--- config.mk ---
export PLATFORM = sky130hd
export DESIGN_NAME = quad_encoder_emulator
export DESIGN_NICKNAME = d
export VERILOG_FILES = /design/src/rtl/quad_encoder_emulator.sv
export SDC_FILE = /design/constraint.sdc
export NUM_CORES = 1
export LEC_CHECK = 0
export CORE_MARGIN = 2
export CORE_UTILIZATION = 60
export CTS_BUF_LIST = sky130_fd_sc_hd__clkbuf_4 sky130_fd_sc_hd__clkbuf_8
export DETAILED_ROUTE_END_ITERATION = 10
export GPL_TIMING_DRIVEN = 0
export PLACE_DENSITY_LB_ADDON = 0.15
export REMOVE_ABC_BUFFERS = 1
export SYNTH_ARGS = -nofsm -noshare
export SYNTH_HDL_FRONTEND = slang
export SYNTH_SLANG_ARGS = --single-unit
--- constraint.sdc ---
create_clock -name clk -period 4.6 [get_ports clk]
set_clock_uncertainty 0.2 [all_clocks]
set_input_delay 0.92 -clock clk [delete_from_list [all_inputs] [get_ports clk]]
set_output_delay 0.92 -clock clk [all_outputs]
set_load 0.01 [all_outputs]
--- src/rtl/quad_encoder_emulator.sv ---
// quad_encoder_emulator: command-driven quadrature (A/B) source with a wrapping
// position counter. Commands give a direction, an edge count and an edge spacing
// and are taken over a valid/ready handshake while the block is idle.
// Optional feature macro: QUAD_INDEX_EN adds a revolution counter (0..CPR-1) and
// drives index high whenever that counter sits at 0; without it index is tied low.
module quad_encoder_emulator #(
  parameter int COUNT_W = 16,
  parameter int DIV_W   = 16,
  parameter int POS_W   = 16,
  parameter int CPR     = 400
) (
  input  logic               clk,
  input  logic               reset,
  input  logic               cmd_valid,
  output logic               cmd_ready,
  input  logic               cmd_dir,
  input  logic [COUNT_W-1:0] cmd_count,
  input  logic [DIV_W-1:0]   cmd_period,
  input  logic               abort,
  output logic               enc_A,
  output logic               enc_B,
  output logic               busy,
  output logic               done,
  output logic [POS_W-1:0]   position,
  output logic               index
);

  typedef enum logic [1:0] {
    S_IDLE = 2'd0,
    S_RUN  = 2'd1,
    S_FIN  = 2'd2
  } state_t;

  localparam logic [DIV_W-1:0]   DIV_ONE   = {{(DIV_W-1){1'b0}}, 1'b1};
  localparam logic [DIV_W-1:0]   DIV_ZERO  = {DIV_W{1'b0}};
  localparam logic [COUNT_W-1:0] COUNT_ONE = {{(COUNT_W-1){1'b0}}, 1'b1};
  localparam logic [COUNT_W-1:0] COUNT_ZERO = {COUNT_W{1'b0}};
  localparam logic [POS_W-1:0]   POS_ONE   = {{(POS_W-1){1'b0}}, 1'b1};

  state_t             state_q, state_d;
  logic               dir_q, dir_d;
  logic [COUNT_W-1:0] remaining_q, remaining_d;
  logic [DIV_W-1:0]   period_q, period_d;
  logic [DIV_W-1:0]   timer_q, timer_d;
  logic [1:0]         ab_q, ab_d;
  logic [POS_W-1:0]   pos_q, pos_d;
  logic               busy_q, busy_d;
  logic               done_q, done_d;
  logic               ready_q, ready_d;
  logic               edge_s;
  logic [DIV_W-1:0]   period_eff_s;

  // One Gray-code step of {A,B}: forward 00->10->11->01->00, reverse is the inverse.
  function automatic logic [1:0] step_ab(input logic [1:0] ab, input logic fwd);
    logic [1:0] nxt;
    case (ab)
      2'b00:   nxt = fwd ? 2'b10 : 2'b01;
      2'b10:   nxt = fwd ? 2'b11 : 2'b00;
      2'b11:   nxt = fwd ? 2'b01 : 2'b10;
      2'b01:   nxt = fwd ? 2'b00 : 2'b11;
      default: nxt = 2'b00;
    endcase
    return nxt;
  endfunction

  // A zero spacing would never expire, so it is promoted to one clock.
  always_comb begin
    if (cmd_period == DIV_ZERO) begin
      period_eff_s = DIV_ONE;
    end else begin
      period_eff_s = cmd_period;
    end
  end

  // Command sequencing: accept in IDLE, pace edges in RUN, one-cycle FIN before IDLE.
  always_comb begin
    state_d     = state_q;
    dir_d       = dir_q;
    remaining_d = remaining_q;
    period_d    = period_q;
    timer_d     = timer_q;
    edge_s      = 1'b0;
    case (state_q)
      S_IDLE: begin
        if (cmd_valid && ready_q) begin
          dir_d       = cmd_dir;
          remaining_d = cmd_count;
          period_d    = period_eff_s;
          timer_d     = period_eff_s;
          if (cmd_count != COUNT_ZERO) begin
            state_d = S_RUN;
          end else begin
            state_d = S_FIN;
          end
        end else begin
          state_d = S_IDLE;
        end
      end
      S_RUN: begin
        if (abort) begin
          // Abort wins over a due edge so no partial step is ever emitted.
          state_d = S_FIN;
        end else if (timer_q == DIV_ONE) begin
          edge_s      = 1'b1;
          timer_d     = period_q;
          remaining_d = remaining_q - COUNT_ONE;
          if (remaining_q == COUNT_ONE) begin
            state_d = S_FIN;
          end else begin
            state_d = S_RUN;
          end
        end else begin
          timer_d = timer_q - DIV_ONE;
        end
      end
      S_FIN: begin
        state_d = S_IDLE;
      end
      default: begin
        state_d = S_IDLE;
      end
    endcase
  end

  // Phase and position advance only on an emitted edge; they persist across commands.
  always_comb begin
    if (edge_s) begin
      ab_d = step_ab(ab_q, dir_q);
      if (dir_q) begin
        pos_d = pos_q + POS_ONE;
      end else begin
        pos_d = pos_q - POS_ONE;
      end
    end else begin
      ab_d  = ab_q;
      pos_d = pos_q;
    end
  end

  // Status flags: done trails the FIN state by one clock, ready/busy follow the next state.
  always_comb begin
    busy_d  = (state_d == S_RUN);
    ready_d = (state_d == S_IDLE);
    done_d  = (state_q == S_FIN);
  end

  // State and output registers with synchronous reset.
  always_ff @(posedge clk) begin
    if (reset) begin
      state_q     <= S_IDLE;
      dir_q       <= 1'b0;
      remaining_q <= COUNT_ZERO;
      period_q    <= DIV_ONE;
      timer_q     <= DIV_ONE;
      ab_q        <= 2'b00;
      pos_q       <= {POS_W{1'b0}};
      busy_q      <= 1'b0;
      done_q      <= 1'b0;
      ready_q     <= 1'b0;
    end else begin
      state_q     <= state_d;
      dir_q       <= dir_d;
      remaining_q <= remaining_d;
      period_q    <= period_d;
      timer_q     <= timer_d;
      ab_q        <= ab_d;
      pos_q       <= pos_d;
      busy_q      <= busy_d;
      done_q      <= done_d;
      ready_q     <= ready_d;
    end
  end

  assign enc_A     = ab_q[1];
  assign enc_B     = ab_q[0];
  assign position  = pos_q;
  assign busy      = busy_q;
  assign done      = done_q;
  assign cmd_ready = ready_q;

`ifdef QUAD_INDEX_EN
  localparam int REV_W = (CPR > 1) ? $clog2(CPR) : 1;
  localparam logic [REV_W-1:0] REV_MAX  = REV_W'(CPR - 1);
  localparam logic [REV_W-1:0] REV_ONE  = {{(REV_W-1){1'b0}}, 1'b1};
  localparam logic [REV_W-1:0] REV_ZERO = {REV_W{1'b0}};

  logic [REV_W-1:0] rev_q, rev_d;
  logic             index_q, index_d;

  // Revolution counter steps with every edge and wraps at CPR in both directions.
  always_comb begin
    if (edge_s) begin
      if (dir_q) begin
        if (rev_q == REV_MAX) begin
          rev_d = REV_ZERO;
        end else begin
          rev_d = rev_q + REV_ONE;
        end
      end else begin
        if (rev_q == REV_ZERO) begin
          rev_d = REV_MAX;
        end else begin
          rev_d = rev_q - REV_ONE;
        end
      end
    end else begin
      rev_d = rev_q;
    end
    index_d = (rev_d == REV_ZERO);
  end

  // Index register updates on the same clock as A/B.
  always_ff @(posedge clk) begin
    if (reset) begin
      rev_q   <= REV_ZERO;
      index_q <= 1'b1;
    end else begin
      rev_q   <= rev_d;
      index_q <= index_d;
    end
  end

  assign index = index_q;
`else
  assign index = 1'b0;
`endif

endmodule

* Word-level counts from Yosys, hierarchy flattened *
Index checks and enable logic that the tools add are counted.

storage, ports and cells
  flip-flop bits (word level) = 72
  bits of input ports = 37
  output and inout bits = 22

cells by class
  add/sub/neg operators = 4
  eq/ne operators = 11
  mux-type cells = 24
  reductions and logical operators = 10

operators by type and width
  operator                 number
  $mux W16                 8
  $pmux W16 S2             2
  $sub A16 B1 Y16 const B  3
  $eq A16 B1 Y1 const B    2
  $mux W2                  9
  $add A16 B1 Y16 const B  1
  $logic_not A16 Y1        1
  $reduce_bool A16 Y1      1
  $pmux W2 S4              1
  $eq A2 B1 Y1 const B     3
  $eq A2 B2 Y1 const B     3
  $logic_not A2 Y1         3
  $ne A2 B2 Y1 const B     3
  $pmux W2 S2              1
  $reduce_and A4 Y1        1
  $mux W1                  3
  $reduce_and A3 Y1        1
  $reduce_and A2 Y1        1
  $reduce_bool A2 Y1       1
  $logic_and A1 B1 Y1      1

* Longest topological paths before layout *
  word-level depth = 6
  depth in mapped cells = 9

* Worst setup path before layout *
Ideal clock, no wire load.

  path type = register to register
  start point = register dir_q
  end point = register pos_q[14], in the netlist position[14]
  arrival time = 2336 ps
  slack = 1933 ps
  stages on the path, launching flop included = 9
  path buffers = 0
  period minus slack after synthesis = 2667 ps
  path through = dfxtp_1 inv_1 ha_1 nand2_1 or4b_2 o2111ai_1 a211oi_1 o21ai_0 o311ai_1

on the way
  cells in the longest elaborated chain, start to end = 1

RTL lines
  item                    line  RTL
  start, declared         41    logic dir_q, dir_d;
  start signal, assigned  162   dir_q <= dir_d;
  $mux W16                129   if (dir_q) begin
  end signal, assigned    156   pos_q <= {POS_W{1'b0}};
  end signal, assigned    167   pos_q <= pos_d;
  end, declared           46    logic [POS_W-1:0] pos_q, pos_d;

No other way between the ends.
A chain may end at the register's enable or synchronous reset.

* Worst setup path after layout *
  start point = register timer_q[6]
  end point = register remaining_q[0]

on the way
  cells in the longest elaborated chain, start to end = 3

RTL lines
  item                         line  RTL
  start, declared              44    logic [DIV_W-1:0] timer_q, timer_d;
  start signal, assigned       165   timer_q <= timer_d;
  $eq A16 B1 Y1                103   end else if (timer_q == DIV_ONE) begin
  $ne A2 B2 Y1 (no line)       -
  $reduce_and A4 Y1 (no line)  -
  end signal, assigned         163   remaining_q <= remaining_d;
  end, declared                42    logic [COUNT_W-1:0] remaining_q, remaining_d;

No other way between the ends.

==> results.cfg <==
[global_routing]
grt_use_total = 0.296
grt_antenna_before_repair = 0
grt_pass1_wl_um = 18500
gr-total-overflow = 0
grt_pass1_vias = 4194
grt_max_degree = 52

[clock_tree]
cts_root_buf = clkbuf_8
cts.htree.levels = 3
cts_sinks = 72
cts_tree = yes
worst_skew_pair.late_latency_ns = 0.37
cts.reportedPaths.clkPinSlew_ns = 0.08
cts_hold_buffers = 0
numCtsBuffers = 9
cts_buffer_depth = 2
ctsResizeCount = 0
cts_setup_buffers = 0

[worst_setup_path]
required_ns = 4.67
arrival_ns = 3.46
r2r_cells = 6
start_kind = register
rr_startpoint = timer_q[6]
r2r_end = remaining_q[0]
critical_path_class = reg2reg
r2r_setup_slack_ns = 1.21
crit_fanout = 26
worst_setup_path_end_kind = register

[route]
dr_wl_met3_um = 568
wl_met1_um = 4780
drtIter0Drc = 298
wl_per_cell_um = 15.7
antenna_left = 0
top_layer = met4
vias = 4405
routed-wl-met2_um = 5590
drt_wl_total_um = 11100
vias_per_cell = 6.23
drt_pass1_iterations = 4
route.detailed.drc = 0

[placement]
numPortBuffers = 57
post-place-ws_ns = 0.979
gp_congestion = 0.866
place_area_um2 = 4920
dp_hpwl_um = 7400

[logic_synthesis]
async_flop_share = 0
syn_area_per_cell_um2 = 7.59
yosys.area.top_type = dfxtp_1
yosysTopAreaCellShare = 0.334
synth-edff-count = 0
synth_top_flop_cell = dfxtp_1
synth_area_um2 = 4310
synth.area.top_cells = dfxtp_1 (33%), a21oi_1 (8.8%), nand2_1 (8.6%)
synth-seq-cells = 72
netlist_instances = 568
ys_seq_area_frac = 0.334
ys_types = 64
yosys_warnings = 0

[timing]
holdWs_ns = 0.258
relSlewSlack = 0.152
post-route-min-period_ns = 3.39
worst_slew_pin_slew_ns = 1.27
finalCritPeriodShare = 0.736
max_clock_freq_ghz = 0.295
rsz0062_at_grt = false
finalSetupViolCount = 0
hold_viol_final = 0
drv_slew = 0
fin_ws_ns = 1.21

[die]
die_h_um = 88.8
dieArea_um2 = 7880
ios = 59
row_count = 30
core_area_um2 = 6870
fp.dieW_um = 88.8
floorplan.initialDensity = 0.628

[min_path]
hp-class = reg2reg
min_from = period_q[2]
hold_depth = 2
hold_path_end = period_q[2]

[layout]
fin_util = 0.750
drive_gt1_frac = 0.0540
area_delta_synth_final_pct = 19.6
n_fill_cell = 560
layout_commonest_cell = nand2_1
final_cell_mix = nand2_1 (99), a21oi_1 (76), dfxtp_1 (72), clkdlybuf4s50_1 (56), o21ai_0 (38)
diodes = 0
nets = 662
design_area_um2 = 5150

[pwr]
peakVddDrop_mv = 0.180
p_leak_nw = 1.89
p_per_area_nw_per_um2 = 327
finalPower_w = 0.00168

[run_status]
status = finished, final reports clean

[run]
drv_cap = 0
-- sequential cells by signal, summed over array words and instances (netlist names) --
name and flops:
ab_q 2, cmd_ready 1, position 16, period_q 16
dir_q 1, state_q 2, remaining_q 16, busy 1
timer_q 16, done 1
-- metrics by stage --
stage	std cells	TNS (ns)
final	707	0
after global routing	707	0
after CTS	707	0
after detailed placement	691	0
after global placement	688	-16.72
after floorplan	535	0
-- Yosys cell counts (5+ instances only) --
cell type	count
a211oi_1	7
a21oi_1	76
a31oi_1	7
clkbuf_1	27
dfxtp_1	72
ha_1	18
inv_1	9
nand2_1	99
nand2b_1	5
nand3_1	11
nor2_1	37
nor3_1	18
nor4_1	13
o211ai_1	18
o21ai_0	38
o31ai_1	5
or3_1	8
xnor2_1	7
xor2_1	12
-- where the power goes --
group          internal (W)  switching [W]
sequential         0.000660      0.0000373
combinational      0.000160       0.000243
clock              0.000322       0.000264
-- worst max-delay path, cell delays in order, from the launching register on --
cell,delay [ns]
dfxtp_1,0.36
nor4_2,0.45
nand3_1,0.33
or2_1,0.67
a21oi_2,0.70
o21ai_0,0.24
a221oi_1,0.35
-- cell families after synthesis --
kind of cell | count (synthesis) | share of synthesized area
AOI/OAI and AO/OA | 188 | 0.267
xor gates and xnor gates | 19 | 0.0386
adders and majority gates | 19 | 0.0569
buffers and inverters | 43 | 0.0392
DFF | 72 | 0.334
muxes | 3 | 0.00697
other | 1 | 0.000870
and+or+nand+nor | 223 | 0.256
-- final cells by class --
type	instances	area, um2	share of cell area
Multi-Input combinational cell	453	2710	0.525
Clock inverter	6	91.3	0.0177
Tap cell	96	120	0.0233
Sequential cell	72	1440	0.280
Inverter	10	37.5	0.00728
Clock buffer	10	138	0.0267
Timing Repair Buffer	60	621	0.120
-- worst max path at each step --
stage	startpoint	slack (ns)	endpoint	cells after the start
after floorplan	state_q[0]	1.48	position[15]	4
after global placement	reset	-1.13	timer_q[13]	5
after CTS	timer_q[6]	1.29	remaining_q[0]	6
final	timer_q[6]	1.21	remaining_q[0]	6
after detailed placement	abort	0.98	remaining_q[0]	6
after global routing	timer_q[6]	0.97	remaining_q[0]	6
-- metal layers --
layer | track usage | vias to the layer above
li1 | - | 2166
met1 | 0.357 | 2080
met2 | 0.524 | 138
met3 | 0.0410 | 21
met4 | 0.128 | 0
met5 | 0 | -
No activity file was read; power rests on OpenSTA's default activity.
